### src/rtl/pipe_reg_pkg.sv
// Shared defaults and helpers for the pipe_reg register pipeline.
package pipe_reg_pkg;

    localparam int unsigned DEFAULT_WIDTH = 8;
    localparam int unsigned DEFAULT_DEPTH = 4;

    // Width of a counter that must represent 0..depth inclusive
    function automatic int unsigned count_width(input int unsigned depth);
        return (depth < 1) ? 1 : $clog2(depth + 1);
    endfunction

endpackage

### src/rtl/pipe_reg_stage.sv
// One pipeline stage: WIDTH-bit data word plus valid flag, with hold and flush.
module pipe_stage #(
    parameter int unsigned WIDTH = 8
) (
    input  logic             clk,
    input  logic             rst_n,
    input  logic             en,
    input  logic             flush,
    input  logic [WIDTH-1:0] d,
    input  logic             d_valid,
    output logic [WIDTH-1:0] q,
    output logic             q_valid
);

    // Flush wins over enable; data is zeroed so a flushed word cannot leak out
    always_ff @(posedge clk or negedge rst_n) begin
        if (!rst_n) begin
            q       <= '0;
            q_valid <= 1'b0;
        end else if (flush) begin
            q       <= '0;
            q_valid <= 1'b0;
        end else if (en) begin
            q       <= d;
            q_valid <= d_valid;
        end
    end

endmodule

### src/rtl/pipe_reg.sv
// DEPTH-stage enabled register pipeline with flush and a registered occupancy count.
module pipe_reg
    import pipe_reg_pkg::*;
#(
    parameter  int unsigned WIDTH = DEFAULT_WIDTH,
    parameter  int unsigned DEPTH = DEFAULT_DEPTH,
    localparam int unsigned CW    = count_width(DEPTH)
) (
    input  logic             clk,
    input  logic             rst_n,
    input  logic [WIDTH-1:0] in,
    input  logic             in_valid,
    input  logic             en,
    input  logic             flush,
    output logic [WIDTH-1:0] out,
    output logic             out_valid,
    output logic [CW-1:0]    count
);

    logic [WIDTH-1:0] stage_data  [DEPTH];
    logic             stage_valid [DEPTH];

    // Stage 0 takes the input port, every later stage takes its predecessor
    for (genvar g = 0; g < DEPTH; g++) begin : g_stage
        if (g == 0) begin : g_head
            pipe_stage #(.WIDTH(WIDTH)) u_stage (
                .clk     (clk),
                .rst_n   (rst_n),
                .en      (en),
                .flush   (flush),
                .d       (in),
                .d_valid (in_valid),
                .q       (stage_data[g]),
                .q_valid (stage_valid[g])
            );
        end else begin : g_body
            pipe_stage #(.WIDTH(WIDTH)) u_stage (
                .clk     (clk),
                .rst_n   (rst_n),
                .en      (en),
                .flush   (flush),
                .d       (stage_data[g-1]),
                .d_valid (stage_valid[g-1]),
                .q       (stage_data[g]),
                .q_valid (stage_valid[g])
            );
        end
    end

    assign out       = stage_data[DEPTH-1];
    assign out_valid = stage_valid[DEPTH-1];

    // Incoming valid and outgoing valid are both known before the edge, so count
    // tracks the valid population exactly; a full pipe always retires a word.
    always_ff @(posedge clk or negedge rst_n) begin
        if (!rst_n) begin
            count <= '0;
        end else if (flush) begin
            count <= '0;
        end else if (en) begin
            count <= count + CW'(in_valid) - CW'(out_valid);
        end
    end

endmodule

### config.mk
export PLATFORM = sky130hd
export DESIGN_NAME = pipe_reg
export DESIGN_NICKNAME = d
export VERILOG_FILES = /design/src/rtl/pipe_reg_pkg.sv /design/src/rtl/pipe_reg_stage.sv /design/src/rtl/pipe_reg.sv
export SDC_FILE = /design/constraint.sdc
export NUM_CORES = 1
export LEC_CHECK = 0
export BUFFER_PORTS_ARGS = -buffer_cell sky130_fd_sc_hd__buf_4
export CAP_MARGIN = 20
export CORE_ASPECT_RATIO = 1.1
export CORE_UTILIZATION = 50
export CTS_CLUSTER_DIAMETER = 120
export DETAILED_ROUTE_END_ITERATION = 10
export PLACE_DENSITY = 0.78
export REMOVE_ABC_BUFFERS = 1
export SYNTH_ARGS = -nofsm -noshare
export SYNTH_HDL_FRONTEND = slang
export SYNTH_SLANG_ARGS = --single-unit
### constraint.sdc
create_clock -name clk -period 2.65 [get_ports clk]
set_input_delay 0.265 -clock clk [delete_from_list [all_inputs] [get_ports clk]]
set_output_delay 0.265 -clock clk [all_outputs]
set_load 0.01 [all_outputs]
After elaboration in Yosys (flattened, before gate mapping)
Cells that the tools add are included.

Add/sub/neg operators: 2. Multiplexer cells: 18. Reduce and logical (&&, ||, !) cells: 1.

Operators with widths (number): $mux W8 (8); $mux W1 (8); $mux W3 (2); $add A3 B1 Y3 (1); $sub A3 B1 Y3 (1); $reduce_bool A2 Y1 (1).

Register bits after elaboration: 39. Output and inout port bits: 12. Logic and storage cells: 30.

Depth between registers and ports, before layout
Gate-level depths: netlist of the first run.

Word-level depth: 4. Mapped depth: 9. Mapped depth without buffers: 9.

Hierarchy
Synthesis of the first run repeated with hierarchy kept, for this count alone.

Cells, all modules: 135. Area, all modules: 1651.6 µm².

By module, submodules not included: pipe_stage (instances 4, cells each 29, area each 364.1 µm², sequential area each 225.2 µm²); pipe_reg (instances 1, cells each 19, area each 195.2 µm², sequential area each 75.1 µm²).

Worst setup path before layout of the first run
Ideal clock, no wire load.

Path type: reg-to-reg. Start: reg g_stage[3].g_body.u_stage.q_valid. End: reg count[2]. Arrival: 1716 ps. Required time: 2530 ps. Path slack: 814 ps. Stages on the path, launching flop included: 9. Clock period less this slack: 1836 ps. Cells stage by stage: dfrtp_1 ha_1 inv_1 ha_1 inv_1 fa_1 xor2_1 a21oi_2 a31o_1.

Cells in the longest elaborated chain, start to end: 3.

RTL lines: start, declared (RTL line pipe_reg_stage.sv:12) `output logic q_valid`; start signal, assigned (RTL line pipe_reg_stage.sv:25) `q_valid <= d_valid;`; $sub A3 B1 Y3 (RTL line pipe_reg.sv:61) `count <= count + CW'(in_valid) - CW'(out_valid);`; $mux W3 (RTL line pipe_reg.sv:60) `end else if (en) begin`; $mux W3 (RTL line pipe_reg.sv:58) `end else if (flush) begin`; end signal, assigned (RTL line pipe_reg.sv:61); end, declared (RTL line pipe_reg.sv:17) `output logic [CW-1:0] count`.

Every way passes these cells. The select of a mux whose other input is x is not followed. A chain may end at the register's enable or synchronous reset.

Worst setup path after layout of the first run
Same ends and word-level chain as after synthesis.

==> run_results.csv, run 1 <==
group,metric,value,unit
critical_path,critPathLaunch,"g_stage[3].g_body.u_stage.q_valid",
yosys,post-synth-top-area-fraction,57.9,%
sta,timing_worst_slew_pin_value,636,ps
pwr,ir_drop,0.340,mV
critical_path,endpoint_kind,"flop",
cells_and_area,regArea,976,µm²
grt,grt_max_degree,41,
pwr,internal_power,0.762,mW
yosys,yosys.area_share.adder,2.67,%
critical_path,critical_path_peak_fanout,3,
clock_network,cts.clk_slew.worst_paths,110,ps
placed_design,global_placer_s_final_weighted_congestion,0.684,
cells_and_area,area.growth.synth_to_final,11.4,%
critical_path,r2r_setup_slack,700,ps
worst_hold_path,class_of_the_tightest_hold_or_removal_check,"in -> reg",
critical_path,rr_startpoint,"g_stage[3].g_body.u_stage.q_valid",
cells_and_area,antenna_cells_inserted,0,
cells_and_area,finalNetCount,175,
yosys,yosys_warnings,0,
yosys,synth_seq_area_share,57.9,%
sta,timing.final.crit_share,73.7,%
sta,finClkSkew,5.69,ps
floorplan,die-width,57.4,µm
yosys,yosys.area_share.xor_xnor,0.520,%
yosys,async_flop_share,100,%
route,detail_route.wl_per_cell,12.8,µm
route,post_drt_via_cell_ratio,5.17,
clock_network,cts.repair.resized,0,
yosys,synth_top_family_by_area,"multiplexers",
critical_path,critPathRequiredTime,2890,ps
yosys,yosys-mux-area-fraction,22.6,%
route,postRouteWirelength,2.49,mm
yosys,post-synth-top-area-cell,"dfrtp_1",
yosys,netlist_instances,136,
run,max-cap-violations,0,
grt,overflow,0,
clock_network,cts-root-to-sink-buffers,2,
sta,slew_headroom,57.6,%
clock_network,post_cts.repair.setup_buffers,0,
yosys,postSynthRegisterBits,39,
cells_and_area,final_layout_size_suffix_gt1_share,19.4,%
grt,antenna_found_initial,0,
floorplan,floorplan.core_area,3130,µm²
yosys,yosys-top-cells-area,"dfrtp_1, mux2i_1, nor2_1, buf_8, ha_1",
sta,rsz0062_at_grt,"false",
yosys,synth-simple-area-share,9.06,%
yosys,syn-mean-instance-area,12.4,µm²
pwr,share_seq_of_total_power,62.0,%
cells_and_area,multiInputGateArea,604,µm²
pwr,leakage_power,1.03,nW
grt,number_of_global_route_vias_before_repair,969,
critical_path,regToRegEndpoint,"count[2]",
route,drtAntennaViolNets,0,
outcome,failed_checks,"DRC",
pwr,power-per-cell-area,536,nW/µm²
sta,final_period_minus_worst_setup_slack,1950,ps
critical_path,reg2reg_depth,8,
clock_network,root_buf_cell,"clkbuf_4",
floorplan,rows,21,
sta,final.setup.tns,0,ps
outcome,run_status,"finished with violations",
critical_path,critPathLaunchType,"flop",
route,route.vias.total,1003,
critical_path,critical_path_arrival,2190,ps
floorplan,dieArea,3610,µm²
critical_path,endpoint,"count[2]",
sta,final_max_slew_viol_count,0,
clock_network,tritoncts_num_sinks,39,
floorplan,pin_count,25,
pwr,share_comb_of_total_power,10.1,%
yosys,synth_compound_area_share,1.04,%
placed_design,numPortBuffers,24,
yosys,yosys-top-cells-count,"dfrtp_1, nor2_1, mux2i_1",
critical_path,criticalPathCategory,"reg -> reg",
route,detailedRoute.firstPassIterationCount,7,
yosys,netlist_area,1690,µm²
yosys,count_of_flip_flops_with_a_built_in_enable_after_synthesis,0,
route,drc,4,
pwr,net-switching-power,0.245,mW
yosys,ys.flop_type,"dfrtp_1",
sta,hold_violations,0,
clock_network,htree_levels,2,
pwr,clkPwrFrac,27.9,%
placed_design,dp_cells,185,
grt,grt_util_all_layers,16.7,%
floorplan,die_h,62.9,µm
clock_network,postCtsHoldBufs,1,
placed_design,detailedPlacementHpwl,1.57,mm
floorplan,initial_core_util,53.9,%
cells_and_area,fill_cells,259,
clock_network,cts_made_buffers,5,
sta,setup_viol_count_final,0,
clock_network,tritoncts,"done",
grt,grt_first_pass_wirelength,4.43,mm
cells_and_area,layoutNonFillerInstCount,194,
sta,max_clock_freq,512,MHz
yosys,netlist-cell-type-count,14,
route,drtIter0Drc,43,
clock_network,worst_skew_pair.late_latency,340,ps
pwr,sw_frac_of_total,24.3,%
[how the worst min path moves through the flow]
stage | from | end | slack, ps | cells after the start
3_3_place_gp | rst_n | g_stage[3].g_body.u_stage.q[6] | 250 | 1
2_1_floorplan | rst_n | count[0] | -30 | 0
5_1_grt | in[2] | g_stage[0].g_head.u_stage.q[2] | 150 | 3
3_5_place_dp | rst_n | g_stage[3].g_body.u_stage.q[6] | 260 | 1
4_1_cts | in[2] | g_stage[0].g_head.u_stage.q[2] | 150 | 3
6_report | in[4] | g_stage[0].g_head.u_stage.q[4] | 160 | 3
[power by group through the flow]
| stage | Combinational (mW) | Sequential (mW) | Clock [mW] |
|---|---|---|---|
| 3_5_place_dp | 0.103 | 0.635 | 0 |
| 2_1_floorplan | 0.0415 | 0.635 | 0 |
| 3_3_place_gp | 0.0987 | 0.634 | 0 |
| 5_1_grt | 0.115 | 0.627 | 0.323 |
| 4_1_cts | 0.104 | 0.624 | 0.290 |
| 6_report | 0.102 | 0.624 | 0.281 |
[registers in the layout (all words and copies together), names as in the netlist]
signal,flops
g_stage.g_head.u_stage.q,8
g_stage.g_body.u_stage.q_valid,3
g_stage.g_head.u_stage.q_valid,1
count,3
g_stage.g_body.u_stage.q,24
[placed cells by master (no fill, tap or decap)]
cell type / Yosys / layout
clkinv_2: 0 / 1
fa_1: 1 / 1
dfrtp_1: 39 / 39
ha_1: 2 / 2
nor2_1: 39 / 39
a31o_1: 1 / 1
inv_1: 4 / 4
dlygate4sd3_1: 0 / 1
clkbuf_4: 0 / 5
mux2i_1: 38 / 38
clkbuf_1: 1 / 2
xor2_1: 1 / 1
buf_4: 0 / 24
nand2b_1: 1 / 1
a21oi_2: 1 / 1
[kinds of logic (layout without fill, tap and decap cells)]
group,after synthesis,in the layout
xor gates and xnor gates,1,1
adders and majority gates,3,3
AOI/OAI and AO/OA,2,2
DFF,39,39
and+or+nand+nor,40,40
buffers and inverters,13,37
muxes,38,38
[final cells by class]
| type | count | share of cell area, % |
|---|---|---|
| Inverter | 4 | 0.799 |
| Clock buffer | 7 | 2.40 |
| Tap cell | 34 | 2.27 |
| Multi-Input combinational cell | 84 | 32.2 |
| Timing Repair Buffer | 25 | 10.1 |
| Clock inverter | 1 | 0.266 |
| Sequential cell | 39 | 52.0 |
[stage by stage]
| stage | worst slack, ps | util (%) | hold slack, ps | power (mW) | cell area, µm² |
|---|---|---|---|---|---|
| 5_1_grt | 530 | 60.1 | 155 | 1.06 | 1880 |
| 4_1_cts | 690 | 60.1 | 151 | 1.02 | 1880 |
| 3_3_place_gp | 809 | 58.1 | 252 | 0.733 | 1820 |
| 6_report | 697 | 60.1 | 161 | 1.01 | 1880 |
| 2_1_floorplan | 814 | - | -30.6 | 0.676 | 1600 |
| 3_5_place_dp | 706 | 58.1 | 255 | 0.738 | 1820 |
[routing by layer]
layer | share of wire (%) | global-route usage, % | vias to the layer above
met3 | 4.6 | 5.80 | 6
met5 | 0 | 0 | -
met4 | 2.5 | 9.15 | 0
met2 | 46 | 24.9 | 20
li1 | - | - | 486
met1 | 46 | 21.1 | 491
[worst max-delay path, stage by stage, from the launching register on]
cell and delay [ps]:
dfrtp_1 420, ha_1 290, inv_1 60, ha_1 140, inv_1 50, fa_1 370
xor2_1 220, a21oi_2 80, a31o_1 210
Power figures use the tool's default switching activity.
==> run 2, diff against run 1 <==
--- a/config.mk
+++ b/config.mk
@@ -5,13 +5,14 @@
 export SDC_FILE = /design/constraint.sdc
 export NUM_CORES = 1
 export LEC_CHECK = 0
+export ABC_AREA = 1
 export BUFFER_PORTS_ARGS = -buffer_cell sky130_fd_sc_hd__buf_4
 export CAP_MARGIN = 20
 export CORE_ASPECT_RATIO = 1.1
-export CORE_UTILIZATION = 50
+export CORE_UTILIZATION = 49
 export CTS_CLUSTER_DIAMETER = 120
 export DETAILED_ROUTE_END_ITERATION = 10
-export PLACE_DENSITY = 0.78
+export PLACE_DENSITY = 0.8
 export REMOVE_ABC_BUFFERS = 1
 export SYNTH_ARGS = -nofsm -noshare
 export SYNTH_HDL_FRONTEND = slang
==> constraint.sdc (replaced) <==
create_clock -name clk -period 1.69 [get_ports clk]
set_input_delay 0.169 -clock clk [delete_from_list [all_inputs] [get_ports clk]]
set_output_delay 0.169 -clock clk [all_outputs]
set_load 0.01 [all_outputs]
==> run 2 against run 1 <==
Against the previous run: the run still ends with DRC left; maximum frequency grew 17%; total power increased by 65%; die area shrank 1.8%; design area increased by 2.2%; register-to-register slack worse by 680 ps; critical path depth grew 1; hold slack worse by 120 ps; combinational power grew 65%; clock skew is 6.6 ps higher; clock power increased by 84%; highest routed layer unchanged.
==> run_results.csv, run 2 <==
group,metric,value,unit
route,detail_route.wl_per_cell,13.5,µm
placed_design,numPortBuffers,24,
clock_network,worst_skew_pair.late_latency,330,ps
sta,final_max_slew_viol_count,0,
critical_path,endpoint_kind,"flop",
clock_network,htree_levels,2,
yosys,async_flop_share,100,%
pwr,ir_drop,0.546,mV
critical_path,r2r_setup_slack,20,ps
floorplan,dieArea,3540,µm²
grt,grt_util_all_layers,18.7,%
cells_and_area,layout_top_registers,"g_stage.g_body.u_stage.q (24), g_stage.g_head.u_stage.q (8)",
run,max-cap-violations,0,
sta,finalWorstSetupSlack,19.6,ps
cells_and_area,multiInputGateArea,470,µm²
floorplan,die_h,62.3,µm
route,drtIter0Drc,68,
yosys,postSynthRegisterBits,39,
yosys,ys.flop_type,"dfrtp_1",
pwr,power.total,1.66,mW
yosys,netlist_area,1620,µm²
cells_and_area,fill_cells,254,
critical_path,critical_path.slowest_cell,"dfrtp_1",
yosys,post-synth-top-area-fraction,60.2,%
grt,overflow,0,
critical_path,criticalPathCategory,"reg -> reg",
placed_design,global_placer_s_final_weighted_congestion,0.680,
outcome,run_status,"finished with violations",
critical_path,critPathLaunchType,"flop",
yosys,netlist-cell-type-count,15,
cells_and_area,final_layout_size_suffix_gt1_share,29.5,%
critical_path,critical_path_arrival,1880,ps
sta,rsz0062_at_grt,"true",
yosys,netlist_instances,153,
yosys,count_of_flip_flops_with_a_built_in_enable_after_synthesis,0,
yosys,synthMostInstantiatedCell,"dfrtp_1",
critical_path,worst-path-buf-inv,3,
sta,timing_worst_slew_pin_value,506,ps
cells_and_area,largest_reg_flops,24,
pwr,power-per-cell-area,863,nW/µm²
cells_and_area,finalNetCount,198,
floorplan,floorplan.core_area,3100,µm²
route,route.vias.total,1120,
clock_network,tritoncts,"done",
yosys,post-synth-top-area-cell,"dfrtp_1",
cells_and_area,finalCoreUtilization,61.9,%
placed_design,dp_slack,-51.6,ps
sta,setup_viol_count_final,0,
route,post_drt_via_cell_ratio,5.16,
worst_hold_path,class_of_the_tightest_hold_or_removal_check,"in -> reg",
critical_path,cpPeakStageDelay,400,ps
yosys,yosys_warnings,0,
sta,finClkSkew,12.3,ps
clock_network,tritoncts_num_sinks,39,
clock_network,root_buf_cell,"clkbuf_4",
critical_path,critical_path_peak_fanout,2,
cells_and_area,regArea,976,µm²
route,detailedRoute.firstPassIterationCount,8,
grt,number_of_global_route_vias_before_repair,1181,
pwr,leakage_power,0.899,nW
cells_and_area,area.growth.synth_to_final,18.4,%
floorplan,rows,21,
clock_network,cts_made_buffers,5,
sta,final.setup.tns,0,ps
placed_design,detailedPlacementHpwl,1.92,mm
floorplan,pin_count,25,
yosys,yosys-top-cells-count,"dfrtp_1, inv_1, nand2_1",
cells_and_area,layout_commonest_cell,"dfrtp_1",
clock_network,cts.clk_slew.worst_paths,110,ps
yosys,synth_seq_area_share,60.2,%
sta,slew_headroom,66.2,%
sta,final_period_minus_worst_setup_slack,1670,ps
yosys,syn-mean-instance-area,10.6,µm²
sta,hold_violations,0,
critical_path,critPathRequiredTime,1900,ps
route,drc,4,
cells_and_area,max_flop_register,"g_stage.g_body.u_stage.q",
floorplan,die-width,56.9,µm
clock_network,cts-root-to-sink-buffers,2,
grt,grt_first_pass_wirelength,5.04,mm
yosys,yosys-top-cells-area,"dfrtp_1, inv_1, o22ai_2, nand2_1, o21ai_0",
sta,post_route_worst_hold_slack,41.0,ps
outcome,failed_checks,"DRC",
route,drtAntennaViolNets,0,
floorplan,initial_core_util,52.3,%
sta,timing.final.crit_share,98.8,%
route,postRouteWirelength,2.93,mm
cells_and_area,antenna_cells_inserted,0,
sta,max_clock_freq,599,MHz
critical_path,cp_top_delay_family,"adder cells",
cells_and_area,commonest_non_fill_non_tap_cells_in_the_layout,"dfrtp_1, inv_1, buf_4",
critical_path,crit_chain,"inv_2 -> ha_4 -> inv_4 -> ha_4 -> inv_2 -> fa_2 -> nand3b_1 -> nand3_1 -> nand2_1",
grt,grt_max_degree,40,
grt,antenna_found_initial,0,
## run 2: changes by cell type after synthesis, sizes merged
cell | before | now
nand2 | 0 | 26
inv | 4 | 35
nand3 | 0 | 2
a21oi | 1 | 0
xor2 | 1 | 0
a31o | 1 | 0
nor2 | 39 | 1
clkbuf | 1 | 0
o22ai | 0 | 19
nand3b | 0 | 1
nand2b | 1 | 0
mux2i | 38 | 0
o21ai | 0 | 19
## run 2: area by class of cell
cell class / count / share of cell area (%)
inverters: 35 / 6.98
flip-flops and latches: 39 / 50.8
repair buffers: 30 / 11.9
clock buffers: 8 / 3.59
multi-input cells: 71 / 24.5
well taps: 34 / 2.22
## run 2: where the power goes
part           switching (mW)  internal, mW
Sequential             0.0121         0.961
Clock                   0.272         0.245
Combinational           0.100        0.0673
Total                   0.384          1.27
## run 2: cells by family after synthesis
| group | after synthesis | synth area share [%] |
|---|---|---|
| buffers and inverters | 43 | 12.5 |
| flip-flops | 39 | 60.2 |
| AO/OA/AOI/OAI | 38 | 17.1 |
| AND/OR/NAND/NOR | 30 | 7.48 |
| adder cells (fa/ha/maj) | 3 | 2.78 |
## run 2: what timing repair did
action	in CTS	in global routing
hold buffers	1	0
hold endpoints to repair	39	0
setup endpoints to repair	1	2
gates resized for setup	2	6
setup buffers	2	1
pin swaps	0	3
## run 2: stage by stage
step / area, µm² / instances
after floorplan: 1550 / 145
after global placement: 1790 / 205
after detailed placement: 1790 / 205
after CTS: 1880 / 216
after global routing: 1920 / 217
final: 1920 / 217
## run 2: routing by layer
layer  vias to the layer above  track usage, %  wire [µm]
met1                       549            22.3       1250
met3                         2            4.58        120
met4                         0            8.23         19
li1                        540               -          -
met5                         -               0          0
met2                        29            31.8       1540
## run 2: path summary, 6_finish.rpt
kind,to,cells past startpoint,from
hold / removal,g_stage[0].g_head.u_stage.q[3],3,in[3]
setup / recovery,count[2],9,count[0]
hold reg to reg,g_stage[3].g_body.u_stage.q[2],2,g_stage[3].g_body.u_stage.q[2]
setup reg to reg,count[2],9,count[0]
max in group asynchronous,g_stage[2].g_body.u_stage.q[6],2,rst_n
min in group asynchronous,g_stage[3].g_body.u_stage.q_valid,2,rst_n
## run 2: worst min-delay path: cells and delay by family
kind	cells	cell delay (ps)
compound gates	1	50
buf+inv	1	80
simple gates	1	40
==> run 3, diff against run 2 <==
--- a/config.mk
+++ b/config.mk
@@ -8,11 +8,13 @@
 export ABC_AREA = 1
 export BUFFER_PORTS_ARGS = -buffer_cell sky130_fd_sc_hd__buf_4
 export CAP_MARGIN = 20
+export CELL_PAD_IN_SITES_DETAIL_PLACEMENT = 1
+export CELL_PAD_IN_SITES_GLOBAL_PLACEMENT = 2
 export CORE_ASPECT_RATIO = 1.1
-export CORE_UTILIZATION = 49
+export CORE_UTILIZATION = 32
 export CTS_CLUSTER_DIAMETER = 120
 export DETAILED_ROUTE_END_ITERATION = 10
-export PLACE_DENSITY = 0.8
+export PLACE_DENSITY = 0.81
 export REMOVE_ABC_BUFFERS = 1
 export SYNTH_ARGS = -nofsm -noshare
 export SYNTH_HDL_FRONTEND = slang
==> constraint.sdc (replaced) <==
create_clock -name clk -period 1.69 [get_ports clk]
set_input_delay 0.338 -clock clk [delete_from_list [all_inputs] [get_ports clk]]
set_output_delay 0.338 -clock clk [all_outputs]
set_load 0.01 [all_outputs]
==> run 3 against run 2 <==
Against the previous run: the run now ends clean; largest cell class unchanged; highest routed layer unchanged; clock skew fell by 10 ps; critical endpoint unchanged; flip-flop and latch count did not move; global-route usage fell by 4.5 points; maximum frequency rose by 0.60%.
==> run_results.csv, run 3 (synthesis results as in run 2) <==
group,metric,value,unit
outcome,run_status,"finished, final reports clean",
route,postRouteWirelength,3.31,mm
floorplan,die-width,69.9,µm
cells_and_area,max_flop_register,"g_stage.g_body.u_stage.q",
floorplan,pin_count,25,
route,detailedRoute.firstPassIterationCount,2,
floorplan,dieArea,5360,µm²
pwr,power-per-cell-area,916,nW/µm²
cells_and_area,final_layout_size_suffix_gt1_share,30.8,%
floorplan,floorplan.core_area,4750,µm²
placed_design,placed_cell_area,1830,µm²
cells_and_area,layout_top_registers,"g_stage.g_body.u_stage.q (24), g_stage.g_head.u_stage.q (8)",
sta,setup_viol_count_final,0,
clock_network,tritoncts_num_sinks,39,
critical_path,critPathLaunchType,"flop",
sta,post_route_worst_hold_slack,15.2,ps
critical_path,critical_path_peak_fanout,2,
route,route.vias.total,1131,
clock_network,worst_skew_pair.late_latency,280,ps
pwr,power.total,1.82,mW
route,post_drt_via_cell_ratio,4.69,
grt,overflow,0,
grt,antenna_found_initial,0,
cells_and_area,antenna_cells_inserted,0,
grt,grt_max_degree,40,
cells_and_area,layoutNonFillerInstCount,241,
floorplan,rows,26,
clock_network,cts.clk_slew.worst_paths,70,ps
sta,final.setup.tns,0,ps
worst_hold_path,class_of_the_tightest_hold_or_removal_check,"in -> async",
clock_network,postCtsHoldBufs,0,
sta,timing.final.crit_share,98.3,%
placed_design,dp_cells,229,
cells_and_area,layout_commonest_cell,"dfrtp_1",
clock_network,cts-root-to-sink-buffers,2,
critical_path,critical_path_arrival,1840,ps
placed_design,detailedPlacementHpwl,2.17,mm
grt,grt_first_pass_wirelength,5.85,mm
cells_and_area,finalCoreUtilization,41.9,%
sta,finalWorstSetupSlack,29.4,ps
sta,max_clock_freq,602,MHz
sta,final_max_slew_viol_count,0,
grt,grt_util_all_layers,14.2,%
critical_path,endpoint_kind,"flop",
clock_network,tritoncts,"done",
floorplan,initial_core_util,34.1,%
cells_and_area,finalNetCount,200,
route,drc,0,
pwr,ir_drop,0.479,mV
cells_and_area,postLayoutCellArea,1990,µm²
grt,number_of_global_route_vias_before_repair,1253,
route,detail_route.wl_per_cell,13.7,µm
route,drtAntennaViolNets,0,
route,drtIter0Drc,41,
cells_and_area,fill_cells,525,
placed_design,global_placer_s_final_weighted_congestion,0.709,
pwr,leakage_power,0.923,nW
clock_network,cts_made_buffers,5,
cells_and_area,multiInputGateArea,470,µm²
critical_path,criticalPathCategory,"reg -> reg",
cells_and_area,commonest_non_fill_non_tap_cells_in_the_layout,"dfrtp_1, buf_4, inv_1",
placed_design,dp_slack,-10.1,ps
sta,finClkSkew,2.36,ps
critical_path,critPathRequiredTime,1870,ps
cells_and_area,regArea,976,µm²
sta,hold_violations,0,
cells_and_area,area.growth.synth_to_final,22.6,%
placed_design,numPortBuffers,24,
cells_and_area,largest_reg_flops,24,
critical_path,r2r_setup_slack,30,ps
sta,final_period_minus_worst_setup_slack,1660,ps
sta,slew_headroom,63.6,%
run,max-cap-violations,0,
clock_network,root_buf_cell,"clkbuf_8",
sta,timing_worst_slew_pin_value,545,ps
clock_network,htree_levels,2,
sta,rsz0062_at_grt,"true",
floorplan,die_h,76.7,µm
-- run 3: cell count changes in the layout (fill, tap and decap cells not counted) --
cell and delta:
buf_4 +3, clkbuf_4 -5, clkbuf_8 +5, dlygate4sd3_1 -1, inv_2 +1, inv_4 -1
-- run 3: layout make-up --
class / count / area share, %
sequential: 39 / 49.1
multi-input combinational: 71 / 23.7
timing repair buffer: 32 / 12.1
inverter: 35 / 6.61
clock buffer: 8 / 5.03
tap: 56 / 3.52
-- run 3: path summary, 6_finish.rpt --
check,from,endpoint,cells past startpoint
max reg2reg,count[0],count[2],9
min reg2reg,g_stage[3].g_body.u_stage.q[4],g_stage[3].g_body.u_stage.q[4],2
max in group asynchronous,rst_n,g_stage[2].g_body.u_stage.q[6],1
max,count[0],count[2],9
min,rst_n,g_stage[2].g_body.u_stage.q[3],1
min in group clk,in[5],g_stage[0].g_head.u_stage.q[5],3
-- run 3: repair_timing --
item	in CTS	in global routing
pin swaps	0	4
gates resized for setup	0	7
cloned	0	0
buffers inserted	2	2
endpoints found under the setup margin	1	2
-- run 3: power by group --
part           switching [mW]  internal, mW  total (mW)  leakage [nW]
sequential             0.0124         0.961       0.973         0.535
clock                   0.303         0.372       0.675        0.0515
combinational           0.102        0.0701       0.172         0.336
total                   0.417          1.40        1.82         0.923
-- run 3: metal layers --
layer	up-vias	GRT usage [%]	share of wire [%]
met5	-	0	0
met4	0	7.00	2.0
met3	4	4.20	4.0
met2	24	21.5	47
met1	563	18.4	47
li1	540	-	-
-- run 3: worst max-delay path: stages (launching register included) --
cell	delay (ps)
dfrtp_1	390
inv_2	90
ha_4	200
inv_2	60
ha_4	130
inv_2	30
fa_2	340
nand3b_1	160
nand3_1	70
nand2_1	70
